**src/rtl/lsu_pkg.sv**
```systemverilog
// Shared funct3 encodings, FSM state type and the sub-word store merge helper
// for the load/store unit.
package lsu_pkg;

  localparam logic [2:0] F3_B  = 3'd0;
  localparam logic [2:0] F3_H  = 3'd1;
  localparam logic [2:0] F3_W  = 3'd2;
  localparam logic [2:0] F3_BU = 3'd4;
  localparam logic [2:0] F3_HU = 3'd5;

  typedef enum logic [0:0] {IDLE, MERGE} lsu_state_t;

  // Replace the addressed byte or halfword of a memory word with store data.
  function automatic logic [31:0] merge_lanes(input logic [31:0] word,
                                              input logic [1:0]  byte_off,
                                              input logic [2:0]  funct3,
                                              input logic [31:0] data);
    logic [31:0] merged;
    merged = word;
    if (funct3 == F3_B) begin
      merged[{byte_off, 3'b000} +: 8] = data[7:0];
    end else if (funct3 == F3_H) begin
      merged[{byte_off[1], 4'b0000} +: 16] = data[15:0];
    end
    return merged;
  endfunction

endpackage

```
**src/rtl/load_align.sv**
```systemverilog
// Combinational load lane selection and sign/zero extension; also flags funct3
// values that are not legal RV32I loads.
module load_align
  import lsu_pkg::*;
(
  input  logic [31:0] word,
  input  logic [1:0]  byte_off,
  input  logic [2:0]  funct3,
  output logic [31:0] data,
  output logic        illegal
);

  logic [7:0]  lane_byte;
  logic [15:0] lane_half;

  always_comb begin
    unique case (byte_off)
      2'd0:    lane_byte = word[7:0];
      2'd1:    lane_byte = word[15:8];
      2'd2:    lane_byte = word[23:16];
      default: lane_byte = word[31:24];
    endcase
    lane_half = byte_off[1] ? word[31:16] : word[15:0];
  end

  always_comb begin
    data    = '0;
    illegal = 1'b0;
    case (funct3)
      F3_B:    data = {{24{lane_byte[7]}}, lane_byte};
      F3_H:    data = {{16{lane_half[15]}}, lane_half};
      F3_W:    data = word;
      F3_BU:   data = {24'h0, lane_byte};
      F3_HU:   data = {16'h0, lane_half};
      default: illegal = 1'b1;
    endcase
  end

endmodule

```
**src/rtl/load_store_unit.sv**
```systemverilog
// Byte-addressed RV32I load/store front end for a word-addressed DataMem.
// Sub-word stores are a stalled read-modify-write over two cycles.
module load_store_unit
  import lsu_pkg::*;
#(
  parameter int unsigned MEM_WORDS = 1024
) (
  input  logic        clk,
  input  logic        rst,
  input  logic        memRead,
  input  logic        memWrite,
  input  logic [2:0]  funct3,
  input  logic [31:0] addr,
  input  logic [31:0] storeData,
  output logic [31:0] loadData,
  output logic        stall,
  output logic        fault,
  output logic [31:0] faultAddr,
  output logic [31:0] dmAddress,
  output logic [31:0] dmWdata,
  output logic        dmWrite,
  input  logic [31:0] dmRdata
);

  lsu_state_t  state;
  logic [31:0] merge_word;
  logic [29:0] merge_idx;

  logic [31:0] aligned_data;
  logic        load_f3_bad;
  logic        store_f3_bad;
  logic        misaligned;
  logic        out_of_range;
  logic        req_bad;
  logic        idle_req;
  logic        fault_now;
  logic        sub_store;

  load_align u_load_align (
    .word     (dmRdata),
    .byte_off (addr[1:0]),
    .funct3   (funct3),
    .data     (aligned_data),
    .illegal  (load_f3_bad)
  );

  always_comb begin
    store_f3_bad = !(funct3 == F3_B || funct3 == F3_H || funct3 == F3_W);
    misaligned   = ((funct3 == F3_H || funct3 == F3_HU) && addr[0]) ||
                   (funct3 == F3_W && addr[1:0] != 2'b00);
    out_of_range = {2'b00, addr[31:2]} >= MEM_WORDS;
    req_bad      = (memRead && memWrite) || (memRead && load_f3_bad) ||
                   (memWrite && store_f3_bad) || misaligned || out_of_range;
    idle_req     = !rst && state == IDLE && (memRead || memWrite);
    fault_now    = idle_req && req_bad;
    sub_store    = idle_req && !req_bad && memWrite && funct3 != F3_W;
  end

  // In MERGE the live request inputs are ignored; only the registers drive DataMem.
  always_comb begin
    loadData  = '0;
    stall     = 1'b0;
    fault     = fault_now;
    dmAddress = {2'b00, addr[31:2]};
    dmWdata   = storeData;
    dmWrite   = 1'b0;
    if (state == MERGE) begin
      dmAddress = {2'b00, merge_idx};
      dmWdata   = merge_word;
      dmWrite   = !rst;
    end else if (idle_req && !req_bad) begin
      if (memRead) begin
        loadData = aligned_data;
      end else if (sub_store) begin
        stall = 1'b1;
      end else begin
        dmWrite = 1'b1;
      end
    end
  end

  always_ff @(posedge clk) begin
    if (rst) begin
      state      <= IDLE;
      faultAddr  <= '0;
      merge_word <= '0;
      merge_idx  <= '0;
    end else begin
      case (state)
        IDLE: begin
          if (fault_now) begin
            faultAddr <= addr;
          end
          if (sub_store) begin
            merge_word <= merge_lanes(dmRdata, addr[1:0], funct3, storeData);
            merge_idx  <= addr[31:2];
            state      <= MERGE;
          end
        end
        default: state <= IDLE;
      endcase
    end
  end

endmodule

```
**config.mk**
```make
export PLATFORM = sky130hd
export DESIGN_NAME = load_store_unit
export DESIGN_NICKNAME = d
export VERILOG_FILES = /design/src/rtl/lsu_pkg.sv /design/src/rtl/load_align.sv /design/src/rtl/load_store_unit.sv
export SDC_FILE = /design/constraint.sdc
export NUM_CORES = 1
export LEC_CHECK = 0
export CAP_MARGIN = 25
export CORE_MARGIN = 2
export CORE_UTILIZATION = 51
export DETAILED_ROUTE_END_ITERATION = 7
export HOLD_SLACK_MARGIN = 0.06
export PLACE_DENSITY = 0.85
export SLEW_MARGIN = 10
export SYNTH_ARGS = -nofsm -noshare
export SYNTH_HDL_FRONTEND = slang
export SYNTH_HIERARCHICAL = 1
export SYNTH_SLANG_ARGS = --single-unit
```
**constraint.sdc**
```tcl
create_clock -name clk -period 8 [get_ports clk]
set_input_delay 2 -clock clk [delete_from_list [all_inputs] [get_ports clk]]
set_output_delay 2 -clock clk [all_outputs]
set_load 0.02 [all_outputs]
```
== Yosys cells after proc, flatten, opt, wreduce, memory -nomap -nowiden ==
Cells that the tools add are included.
Word-level totals
  flip-flop bits (word level): 95
  input bits: 103
  output and inout bits: 131
  logic and storage cells: 70
Cells by class
  $add $sub $neg: 2
  $lt $le $gt $ge: 1
  equal/unequal tests: 7
  shift-type cells: 4
  mux-type cells: 21
  bitwise gates (word level): 1
  reductions and logical operators: 30
Operators with widths (number)
  $mux 32: 6
  $pmux 32 s5: 1
  $bwmux 32: 2
  $shift 16x7->32 const A: 1
  $shift 8x7->32 const A: 1
  $shiftx 16x7->32: 1
  $shiftx 8x7->32: 1
  $ge 30x11->1 const B: 1
  $mux 30: 1
  $pmux 8 s3: 1
  $mux 16: 1
  $neg 5->7: 2
  $logic_and 1x1->1: 11
  $logic_or 1x1->1: 9
  $mux 1: 9
  $eq 3x3->1 const B: 2
  $reduce_or 5->1: 1
  $reduce_and 2->1: 2
  $eq 3x1->1 const B: 1
  $eq 3x2->1 const B: 1
  $logic_not 1->1: 3
  $logic_not 3->1: 1
  $ne 3x2->1 const B: 1
  $eq 2x1->1 const B: 1
  other kinds (5): 5

== Depth between registers and ports, before layout ==
  depth after elaboration: 16
  gate-level depth with buffers: 9
  depth with buffers taken out: 6

== By module ==
Netlist, hierarchy kept.
Modules (own cells, without submodules)
  load_store_unit: times used 1, cells an instance 667, area each 5997.0 um^2, seq. area each 1901.8 um^2
  load_align: times used 1, cells an instance 136, area each 1047.3 um^2, seq. area each 0.0 um^2

== Least setup slack after synthesis ==
Ideal clock, no wire load.
  path type: input port to output port
  start point: in funct3[0]
  end point: out loadData[10]
  arrival: 3.954 ns
  required time: 6.000 ns
  path slack: 2.046 ns
  cell stages on the path: 9
  path buffers: 3
  cell sequence: buf_2 > nor2_2 > buf_2 > nor2_1 > o21ai_0 > or3b_4 > nor4_2 > clkbuf_1 > and2_1
On the way
  cells in the longest elaborated chain, start to end: 12
  elaborated cells between the ends (all ways): 26
  those cells by class: eq/ne: 4; mux: 5; reduce/logical: 17
RTL lines
  start: declaration: line load_store_unit.sv:12  | input logic [2:0] funct3,
  $eq 3x1->1 (tied with other cells): line load_align.sv:29  | case (funct3)
  $reduce_or 5->1 (no line) *
  $mux 1 *: line load_align.sv:29
  via load_f3_bad: line load_store_unit.sv:30  | logic load_f3_bad;
  $logic_and 1x1->1 *: line load_store_unit.sv:52  | req_bad = (memRead && memWrite) || (memRead && load_f3_bad) ||
  $logic_or 1x1->1 * (2 in series): line load_store_unit.sv:52
  $logic_or 1x1->1 * (2 in series): line load_store_unit.sv:53  | (memWrite && store_f3_bad) || misaligned || out_of_range;
  $logic_not 1->1 *: line load_store_unit.sv:71  | end else if (idle_req && !req_bad) begin
  $logic_and 1x1->1 *: line load_store_unit.sv:71
  $mux 32 *: line load_store_unit.sv:71
  $mux 32 *: line load_store_unit.sv:67  | if (state == MERGE) begin
  end: declaration: line load_store_unit.sv:15  | output logic [31:0] loadData,
The timed path passes the listed nets; every way through them passes the cells marked *.

== Final worst setup path ==
  start point: in funct3[0]
  end point: out loadData[28]
On the way
  elaborated cells between the ends (all ways): 26
  those cells by class: eq/ne: 4; mux: 5; reduce/logical: 17
RTL lines
  $eq 3x3->1 (tied with other cells): line load_align.sv:29
  $pmux 32 s5 *: line load_align.sv:29
  via aligned_data[28]: line load_store_unit.sv:29  | logic [31:0] aligned_data;
  $mux 32 *: line load_store_unit.sv:72  | if (memRead) begin
  $mux 32 *: line load_store_unit.sv:71
  $mux 32 *: line load_store_unit.sv:67
Marks and branches as above.

==> results.md <==
- # clock sinks: between 90 and 100
- Critical path class: input pin to output pin
- DRT Pass-1 Iters: 5
- Bufs and invs on worst path: 3
- Final total power: about 1.3 mW
- Setup clock skew after layout: 0.00743 ns
- Pwr dens: around 130 mW/mm²
- Reg-to-Reg Start: state
- RSZ-0062 raised after global routing: false
- Die span in x: approximately 120 µm
- CTS Root Cell: sky130_fd_sc_hd__clkbuf_16
- Number of synthesized register bits: 95
- Area of the core region: 0.0133 mm²
- Overflow left after global routing: 0
- Status: finished, final reports clean
- GRT Resource Usage Total: 30.2%
- Number of synthesis warnings: 6
- Mux cell area share after synthesis: ~23%
- Post-CTS setup buffer count: 0
- Worst Hold Slack: about 0.47 ns
- Maximum vdd ir drop: about 0.11 mV
- Number of buffers between clock root and the deepest sink: 2
- Fin crit period: approximately 7 ns
- Relative slew slack: ~36%
- Number of enable-type register cells in the synthesized netlist: 0
- Count of instances resized after the clock tree is built: 0
- Global-route wire length before repair: ~35000 µm
- Cell total after placement: ~1100
- Largest cells by area after synthesis: sky130_fd_sc_hd__dfxtp_1, sky130_fd_sc_hd__mux2_2, sky130_fd_sc_hd__nand2b_1
- Depth of the CTS H-tree: 3
- Slowest stage cell, crit path: sky130_fd_sc_hd__a211o_1
- Synth Area in XOR/XNOR: 0%
- HPWL after detailed placement: around 16000 µm
- Syn avg cell area: between 8 and 9 µm²
- Average wire per standard cell: between 15 and 20 µm
- TritonCTS buffer count: 9
- Count of unique library cells instantiated by Yosys: between 60 and 70
- CP dominant cell by count: sky130_fd_sc_hd__clkdlybuf4s50_1
- Top FF cell, synth: sky130_fd_sc_hd__dfxtp_1
- I/O Buffers: ~230
- Worst hold start: merge_idx[1]
- Fraction of final layout cells with drive strength greater than 1: between 10% and 20%
- Layout-stage area growth over the synthesis result: 36.6%
- Final period utilization: around nine tenths
- Final cell count without fillers: about 1200
- Placer congestion estimate: between 0.9 and 1
- Via count of the first global-routing pass: between 6000 and 7000
- Slowest stage delay, CP: just over 0.6 ns
- Count of routing violations after the opening detailed-route iteration: 797
- Endpoint of the most critical register-to-register path: faultAddr[6]
- Fraction of the mapped netlist area in adder cells: less than 1%
- Die ar.: ~0.015 mm²
- Via count: about 7000
- Top delay family on crit path: buffers and inverters
- Number of antenna violations at the first check in global routing: 0
- Class of the tightest hold or removal check: register to register
- CTS tree: built
- Max-cap violations: 0
- Largest fanout on the critical path: between 40 and 50
- Critical path launch point type: input pin
- Synthesized netlist cell count: about 800
- Vias per cell: around 6
- Simple logic cell fraction of the synthesized area: between 20% and 30%
- Number of inserted filler cells in the final layout: 1040
- Placement Cell Area: about 0.0093 mm²
- Final setup fails: 0
- Final sum of negative setup slack: 0 ns
- Worst slew pin tran: 0.956 ns
- Share of the synthesized area in compound gates (AO/OA/AOI/OAI): ~17%
- Syn Std Cell Area: 0.00704 mm²
- Worst setup slack for register-to-register paths: 5.63 ns
- Depth of the worst register-to-register path: 5
- Dominant combinational cell family by area after synthesis: simple AND/OR/NAND/NOR gates
- Library cell occupying the most area in the post-synthesis netlist: sky130_fd_sc_hd__dfxtp_1
- Clk Latency, worst-skew pair: around 0.34 ns
- # DRC: 0
- Crit path capture type: output pin
- Endpoint with the worst hold slack: merge_idx[1]
- Number of hold buffers added after CTS: 0
- Clock transition at the registers of the reported paths: 0.06 ns
- Number of top-level pins: roughly 230
- Total Routed Length: 22900 µm
- Area share of the leading cell type in the synthesized netlist: between 20% and 30%
- Number of pins exceeding their max-slew limit in the final report: 0
- Antenna diode instance count: 0
- Static leakage: around 3.5 nW
- Post-DRT Antenna Nets: 0
- Maximum number of pins on one net before global-route repair: 90
- Part of the Yosys area used for sequential elements: a little over a quarter
- Height of the die: roughly 120 µm
- Cell Chain, Critical Path: clkdlybuf4s50_1, buf_4, nand2b_1, a211o_1, o211ai_1, and2_1, clkdlybuf4s50_1
- Starting utilization of the core area: between 50% and 60%
- Number of placement rows: between 40 and 50
- Data arrival time of the critical path: about 5 ns
- Hold depth: 2
- Data required time at the worst endpoint: roughly 6.0 ns
- Highest clock rate: roughly 0.14 GHz
- Number of hold-slack violations in the final timing report: 0
- Stages on the worst setup path: 7
- Summed area of non-filler cells in the final layout: a little under 0.01 mm²
- Ys async rst share: 0%
- Layout net count: 1089
-- cell usage in the layout, fill, tap and decap left out, types with 3 or more instances in the layout --
master	netlist	final
sky130_fd_sc_hd__a2111oi_0	7	7
sky130_fd_sc_hd__a21o_1	3	3
sky130_fd_sc_hd__a221o_1	10	10
sky130_fd_sc_hd__a221oi_1	8	8
sky130_fd_sc_hd__a31oi_1	16	16
sky130_fd_sc_hd__a32oi_1	11	11
sky130_fd_sc_hd__and2_1	39	39
sky130_fd_sc_hd__buf_2	11	3
sky130_fd_sc_hd__buf_4	5	16
sky130_fd_sc_hd__clkbuf_16	0	9
sky130_fd_sc_hd__clkdlybuf4s50_1	0	228
sky130_fd_sc_hd__dfxtp_1	95	94
sky130_fd_sc_hd__ha_1	5	5
sky130_fd_sc_hd__inv_1	6	6
sky130_fd_sc_hd__mux2_2	92	92
sky130_fd_sc_hd__mux2_4	8	8
sky130_fd_sc_hd__mux2i_1	38	38
sky130_fd_sc_hd__mux4_2	3	3
sky130_fd_sc_hd__nand2_1	35	35
sky130_fd_sc_hd__nand2b_1	62	62
sky130_fd_sc_hd__nand3_1	33	33
sky130_fd_sc_hd__nand4_1	3	3
sky130_fd_sc_hd__nor2_1	18	18
sky130_fd_sc_hd__nor2b_1	44	44
sky130_fd_sc_hd__nor3b_1	21	21
sky130_fd_sc_hd__nor4_1	4	4
sky130_fd_sc_hd__nor4b_1	8	8
sky130_fd_sc_hd__nor4bb_1	10	10
sky130_fd_sc_hd__o211ai_1	17	17
sky130_fd_sc_hd__o21ai_0	61	61
sky130_fd_sc_hd__o221ai_1	4	4
sky130_fd_sc_hd__o221ai_2	4	4
sky130_fd_sc_hd__o22ai_1	10	10
sky130_fd_sc_hd__or2_2	4	4
sky130_fd_sc_hd__or4_1	9	9
-- per-stage QoR --
stage,setup slack (ns),utilization (%)
floorplan,2.05,-
global placement,0.909,69.7
detailed placement,0.778,69.8
CTS,0.753,72.0
global route,0.760,72.1
finish,0.907,72.1
-- Yosys cell counts (18+ instances only) --
cell type	instances
sky130_fd_sc_hd__and2_1	39
sky130_fd_sc_hd__nor2_1	18
sky130_fd_sc_hd__nor2b_1	44
sky130_fd_sc_hd__nor3b_1	21
sky130_fd_sc_hd__nand2_1	35
sky130_fd_sc_hd__nand2b_1	62
sky130_fd_sc_hd__clkbuf_1	53
sky130_fd_sc_hd__nand3_1	33
sky130_fd_sc_hd__mux2_2	92
sky130_fd_sc_hd__mux2i_1	38
sky130_fd_sc_hd__o21ai_0	61
sky130_fd_sc_hd__dfxtp_1	95
-- layer usage --
| layer | up-vias | routed length, µm | track usage, % |
|---|---|---|---|
| met2 | 407 | 10200 | 46.6 |
| li1 | 3317 | - | - |
| met3 | 48 | 2370 | 7.47 |
| met1 | 3243 | 9780 | 41.7 |
| met4 | 0 | 532 | 9.41 |
| met5 | - | 0 | 0 |
-- cell type report --
class / instances / area (µm²) / share of cell area [%]
Timing Repair Buffer: 248 / 2430 / 25.2
Inverter: 7 / 26.3 / 0.273
Clock inverter: 5 / 63.8 / 0.663
Sequential cell: 95 / 1900 / 19.8
Multi-Input combinational cell: 620 / 4750 / 49.4
Clock buffer: 11 / 233 / 2.42
Tap cell: 176 / 220 / 2.29
-- logic make-up (layout without fill, tap and decap cells) --
| group | after synthesis | after routing |
|---|---|---|
| simple gates | 306 | 306 |
| compound gates | 166 | 166 |
| mux | 141 | 141 |
| flops | 95 | 95 |
| buf+inv | 89 | 271 |
| fa+ha+maj | 5 | 5 |
| other cells | 1 | 2 |
-- registers in the layout (all words and copies together), names as in the netlist --
| name | cells |
|---|---|
| state | 1 |
| faultAddr | 32 |
| merge_word | 32 |
| merge_idx | 30 |
-- worst max-delay path by stage --
stage                               to      start  slack, ns
final                     loadData[28]  funct3[0]       0.91
after global routing      loadData[20]  funct3[0]       0.76
after CTS                  loadData[3]   addr[12]       0.75
after detailed placement   loadData[3]   addr[12]       0.78
after global placement     loadData[5]   addr[12]       0.91
after floorplan           loadData[10]  funct3[0]       2.05
-- tightest hold or removal path: cells and delay by family, from the launching register on --
family / cells / cell delay [ns]
flops: 1 / 0.31
mux: 1 / 0.06
simple gates: 1 / 0.06
-- report_power, final --
| group | switching, mW | internal (mW) | total [mW] |
|---|---|---|---|
| Clock | 0.185 | 0.246 | 0.431 |
| Combinational | 0.183 | 0.168 | 0.351 |
| Sequential | 0.00716 | 0.487 | 0.494 |
Note: power is estimated with default switching activity, not from simulation.
